File: src/rtl/fp_mul_sequencer.sv
// Load/compute/capture sequencer for the single-precision FP multiplier core.
// Presents captured products and flags on a valid/ready result stream.
module fp_mul_sequencer #(
  parameter int MUL_LATENCY = 2,
  parameter int CNT_W       = 16
) (
  input  logic             clk,
  input  logic             reset,
  input  logic             in_valid,
  output logic             in_ready,
  input  logic [31:0]      in_a,
  input  logic [31:0]      in_b,
  output logic [31:0]      mul_a,
  output logic [31:0]      mul_b,
  output logic             mul_enableA,
  output logic             mul_enableB,
  output logic             mul_enableOut,
  output logic             mul_reset,
  input  logic [31:0]      mul_product,
  input  logic             mul_overflow,
  input  logic             mul_infinity,
  input  logic             mul_nan,
  output logic             out_valid,
  input  logic             out_ready,
  output logic [31:0]      out_product,
  output logic [2:0]       out_flags,
  input  logic             clear_cnt,
  output logic [CNT_W-1:0] cnt_ops,
  output logic [CNT_W-1:0] cnt_exc
);

  localparam int LW = (MUL_LATENCY > 1) ? $clog2(MUL_LATENCY) : 1;
  localparam logic [LW-1:0] LAT_LAST = LW'(MUL_LATENCY - 1);

  typedef enum logic [2:0] {
    FLUSH,
    IDLE,
    LOAD,
    WAIT,
    HOLD
  } state_t;

  state_t        state;
  logic [LW-1:0] lat;
  logic          handshake;

  // Strobes decode straight from the state register: no input-to-output path.
  assign mul_reset     = (state == FLUSH);
  assign in_ready      = (state == IDLE);
  assign mul_enableA   = (state == LOAD);
  assign mul_enableB   = (state == LOAD);
  assign mul_enableOut = (state == WAIT);
  assign out_valid     = (state == HOLD);
  assign handshake     = out_valid & out_ready;

  always_ff @(posedge clk or posedge reset) begin
    if (reset) begin
      state       <= FLUSH;
      lat         <= '0;
      mul_a       <= '0;
      mul_b       <= '0;
      out_product <= '0;
      out_flags   <= '0;
    end else begin
      unique case (state)
        FLUSH: state <= IDLE;
        IDLE: begin
          if (in_valid) begin
            mul_a <= in_a;
            mul_b <= in_b;
            state <= LOAD;
          end
        end
        LOAD: begin
          lat   <= '0;
          state <= WAIT;
        end
        WAIT: begin
          if (lat == LAT_LAST) begin
            out_product <= mul_product;
            out_flags   <= {mul_nan, mul_infinity, mul_overflow};
            state       <= HOLD;
          end else begin
            lat <= lat + 1'b1;
          end
        end
        HOLD: begin
          if (out_ready) state <= IDLE;
        end
        default: state <= FLUSH;
      endcase
    end
  end

  always_ff @(posedge clk or posedge reset) begin
    if (reset) begin
      cnt_ops <= '0;
      cnt_exc <= '0;
    end else if (clear_cnt) begin
      cnt_ops <= '0;
      cnt_exc <= '0;
    end else if (handshake) begin
      if (cnt_ops != '1) cnt_ops <= cnt_ops + 1'b1;
      if ((out_flags != 3'b000) && (cnt_exc != '1))
        cnt_exc <= cnt_exc + 1'b1;
    end
  end

endmodule

File: config.mk
export PLATFORM = sky130hd
export DESIGN_NAME = fp_mul_sequencer
export DESIGN_NICKNAME = d
export VERILOG_FILES = /design/src/rtl/fp_mul_sequencer.sv
export SDC_FILE = /design/constraint.sdc
export NUM_CORES = 1
export LEC_CHECK = 0
export CAP_MARGIN = 20
export CORE_MARGIN = 2
export CORE_UTILIZATION = 30
export DETAILED_ROUTE_END_ITERATION = 12
export GPL_ROUTABILITY_DRIVEN = 0
export GPL_TIMING_DRIVEN = 0
export SLEW_MARGIN = 20
export SYNTH_ARGS = -nofsm -noshare
export SYNTH_HDL_FRONTEND = slang
export SYNTH_SLANG_ARGS = --single-unit
File: constraint.sdc
create_clock -name clk -period 4.6 [get_ports clk]
set_input_delay 1.15 -clock clk [delete_from_list [all_inputs] [get_ports clk]]
set_output_delay 1.15 -clock clk [all_outputs]
set_load 0.005 [all_outputs]
==> impl_metrics.yaml, run 1 <==
global_routing:
  first_global_vias: 4667
  grt_max_degree: 34
  antenna_found_initial: 0
  grt-ovfl-total: 0
  grt_pass1_wl_mm: 24.61
  grtUsageTotal_pct: 15.72
clock_network:
  cts_tree: "built"
  cts-hold-fix-buffers: 0
  cts_setup_buffers: 0
  clock_insertion_delay_worst_skew_ps: 410
  deepest_level_of_the_cts_h_tree: 4
  cts-root-buf: "sky130_fd_sc_hd__clkbuf_16"
  clk_path_buf_depth: 2
  clock_slew_at_reported_path_ffs_ps: 60
  numCtsBuffers: 17
  cts-resized-gates: 0
  numClockSinks: 135
pwr:
  power_frac_comb_pct: 38.5
  p_switching_mw: 1.416
  vdd_drop_max_mv: 0.3116
  p_int_mw: 3.882
  pwr-share-seq_pct: 36.1
  switching_share_pct: 26.72
  power.leakage_nw: 3.599
  power-per-cell-area_nw_per_um2: 588.1
  power_frac_clock_pct: 25.4
setup_path:
  worstPathRequired_ps: 3450
  worst-setup-path-type: "flop to output port"
  crit_path_cell_trace: "buf_2 > or2b_1 > nor2_1 > buf_4 > clkdlybuf4s50_1"
  critical-path-top-delay-family: "buffers and inverters"
  critical_path.max_stage_delay_ps: 490
  timing.critical_path.to_type: "output port"
  critical_path.max_fanout: 9
  start_kind: "flop"
  critical_path.n_buffers_inverters: 3
  worst_ep_arrival_time_ps: 2070
  crit_slowest_cell: "sky130_fd_sc_hd__clkdlybuf4s50_1"
routing:
  average_via_count_per_standard_cell: 4.595
  drc_errors: 0
  dr.pass1.iters: 4
  top_layer_used: "met4"
  final_antenna_net_count: 0
  via_count: 4278
  drt_first_iter_violations: 127
  route.final.wire_length_mm: 15.15
  wire_per_inst_microns: 16.27
  met2_wirelength_mm: 7.563
  total_routed_wire_length_on_the_met1_layer_mm: 5.997
  routed-wl-met3_mm: 1.251
synth:
  synth-seq-cells: 135
  fraction_of_synthesis_flops_using_an_asynchronous_set_or_reset_pin_pct: 100.0
  mappedNetlistNets: 527
  synth.yosys.warnings: 0
  ys_top_cells_by_area: "sky130_fd_sc_hd__dfrtp_1, sky130_fd_sc_hd__mux2_2, sky130_fd_sc_hd__xnor2_1, sky130_fd_sc_hd__nor2_1, sky130_fd_sc_hd__buf_2"
  syn_inst: 421
  synth_compound_gate_area_share_pct: 3.904
  post_synth_xor_area_fraction_pct: 3.727
  synth_area_in_simple_gates_pct: 9.472
  netlist.area_leader.share_pct: 59.89
  synth_top_area_cell: "sky130_fd_sc_hd__dfrtp_1"
  syn-mean-instance-area_sq_um: 13.40
  synth.yosys.seq_area_share_pct: 59.89
  synthAdderAreaFrac_pct: 0.4437
  synth-main-ff-cell: "sky130_fd_sc_hd__dfrtp_1"
  synthMuxAreaShare_pct: 20.14
  netlist-cell-type-count: 39
  netlist_area_sq_um: 5640
  largest_family_of_logic_cells_by_synthesized_area: "multiplexers"
  synth_edf_count: 0
timing:
  worst_slew_margin_rel_pct: 36.84
  tns_ps: 0
  worst_hold_margin_ps: 502.6
  clock_skew_ps: 9.642
  max_freq_ghz: 0.3108
  timing_worst_slew_pin_value_ps: 934.2
  timing.final.hold_violations: 0
  min_period_over_period_pct: 69.94
  finalMaxSlewViolations: 0
  setup_viol_count_final: 0
  grt_setup_unrepaired: "false"
  min_period_ps: 3217
run:
  drv.max_cap_violation_count: 0
floorplanning:
  boundaryPins: 241
  core_area_sq_um: 18580
  die_h_microns: 141.1
  row_count: 50
  initial_utilization_pct: 30.36
  fp.dieArea_sq_um: 19910
  x_dimension_of_the_die_microns: 141.1
place:
  port-buffer-count: 240
  dp.final_hpwl_mm: 11.39
finish:
  mostFrequentLayoutCell: "sky130_fd_sc_hd__clkdlybuf4s50_1"
  area_growth_pct: 59.69
  layout-drive-gt1-share_pct: 23.10
  most-common-layout-cells: "sky130_fd_sc_hd__clkdlybuf4s50_1, sky130_fd_sc_hd__dfrtp_1, sky130_fd_sc_hd__mux2_2"
  finalNetCount: 790
  diodes: 0
min_path:
  min_path_type: "flop to flop"
run_status:
  run_status: "finished clean"
-- cell usage after synthesis (2+ instances only) --
cell type and n:
sky130_fd_sc_hd__clkbuf_1 5, sky130_fd_sc_hd__nand3_1 12, sky130_fd_sc_hd__buf_2 13, sky130_fd_sc_hd__a21oi_1 9, sky130_fd_sc_hd__nand4_1 5, sky130_fd_sc_hd__and4_1 2, sky130_fd_sc_hd__a211oi_1 5, sky130_fd_sc_hd__inv_1 9
sky130_fd_sc_hd__xnor2_1 24, sky130_fd_sc_hd__or2_2 2, sky130_fd_sc_hd__or3_1 2, sky130_fd_sc_hd__nand2_1 16, sky130_fd_sc_hd__ha_1 2, sky130_fd_sc_hd__nor2_1 33, sky130_fd_sc_hd__nor4_1 4, sky130_fd_sc_hd__nor3b_1 2
sky130_fd_sc_hd__o21ai_0 4, sky130_fd_sc_hd__mux2_2 100, sky130_fd_sc_hd__a21o_1 4, sky130_fd_sc_hd__and3_1 4, sky130_fd_sc_hd__dfrtp_1 135, sky130_fd_sc_hd__nor3_1 9, sky130_fd_sc_hd__a2111oi_2 3, sky130_fd_sc_hd__nor4b_1 2
-- routing by layer --
metal	vias to the layer above	global-route usage, %
met4	0	6.000
li1	2013	-
met3	25	6.861
met1	2078	18.56
met5	-	0
met2	162	25.37
-- registers in the layout, indices dropped and copies added (netlist names) --
signal and cells:
cnt_exc 16, lat 1, cnt_ops 16, out_product 32, out_flags 3, state 3
mul_a 32, mul_b 32
-- stage by stage --
step	total power [mW]	instances	area (sq um)	worst slack, ps	utilization, %
2_1_floorplan	2.733	421	5644	1771	-
3_3_place_gp	3.941	895	8339	531.1	44.88
3_5_place_dp	4.004	899	8419	1333	45.31
4_1_cts	5.402	931	9007	1336	48.48
5_1_grt	5.636	931	9007	1281	48.48
6_report	5.298	931	9007	1383	48.48
-- power by group through the flow --
stage | combinational, mW | sequential [mW] | clock (mW)
after floorplan | 0.796 | 1.94 | 0
after global placement | 2.04 | 1.91 | 0
after detailed placement | 2.07 | 1.93 | 0
after CTS | 2.08 | 1.92 | 1.40
after global routing | 2.20 | 1.98 | 1.46
final | 2.04 | 1.91 | 1.35
-- final timing paths --
| check | endpoint | from | slack [ps] | depth (start not counted) |
|---|---|---|---|---|
| max | mul_enableB | state[2]$_DFFE_PP0P_ | 1380 | 5 |
| min reg2reg | mul_a[8]$_DFFE_PP0P_ | mul_a[8]$_DFFE_PP0P_ | 500 | 1 |
| max reg2reg | cnt_ops[5]$_DFFE_PP0P_ | cnt_ops[0]$_DFFE_PP0P_ | 2390 | 6 |
| min | mul_a[8]$_DFFE_PP0P_ | mul_a[8]$_DFFE_PP0P_ | 500 | 1 |
| min in group asynchronous | mul_a[28]$_DFFE_PP0P_ | reset | 1130 | 2 |
| max in group asynchronous | out_product[4]$_DFFE_PP0P_ | reset | 2710 | 4 |
-- worst reg2reg max path: stages, from the launching register on --
cell and delay (ps):
sky130_fd_sc_hd__dfrtp_1 440, sky130_fd_sc_hd__ha_1 230, sky130_fd_sc_hd__nand3_1 180, sky130_fd_sc_hd__nor4b_1 820, sky130_fd_sc_hd__nor3_1 180, sky130_fd_sc_hd__xnor2_1 180, sky130_fd_sc_hd__nor2_1 60
-- final cells by class --
cell class / count / area, sq um
inverter: 9 / 37.54
multi-input combinational: 257 / 2126
tap: 234 / 292.8
buffer: 20 / 102.6
sequential: 135 / 3378
timing repair buffer: 244 / 2482
clock inverter: 13 / 145.1
clock buffer: 19 / 442.9
fill: 1629 / 9573
-- cell families (layout without fill, tap and decap cells) --
family,after synthesis,in the layout
flops,135,135
mux,101,101
fa+ha+maj,2,2
simple gates,100,100
xor+xnor,24,24
compound gates,30,30
buf+inv,29,305
(Power assumes the default switching activity.)
==> inputs of run 2 (changes only) <==
Clock period 4.6 ns to 3.1 ns, I/O delays scaled along.
==> results of run 2 <==
The final DEF is identical to that of run 1. Status: finished clean.
Among the figures that moved: setup slack after placement 1333 ps -> 207.8 ps; setup slack after layout 1383 ps -> 257.6 ps; register-to-register setup slack 2390 ps -> 890 ps; total power 5.298 mW -> 7.861 mW; worst IR drop on VDD 0.3116 mV -> 0.4624 mV
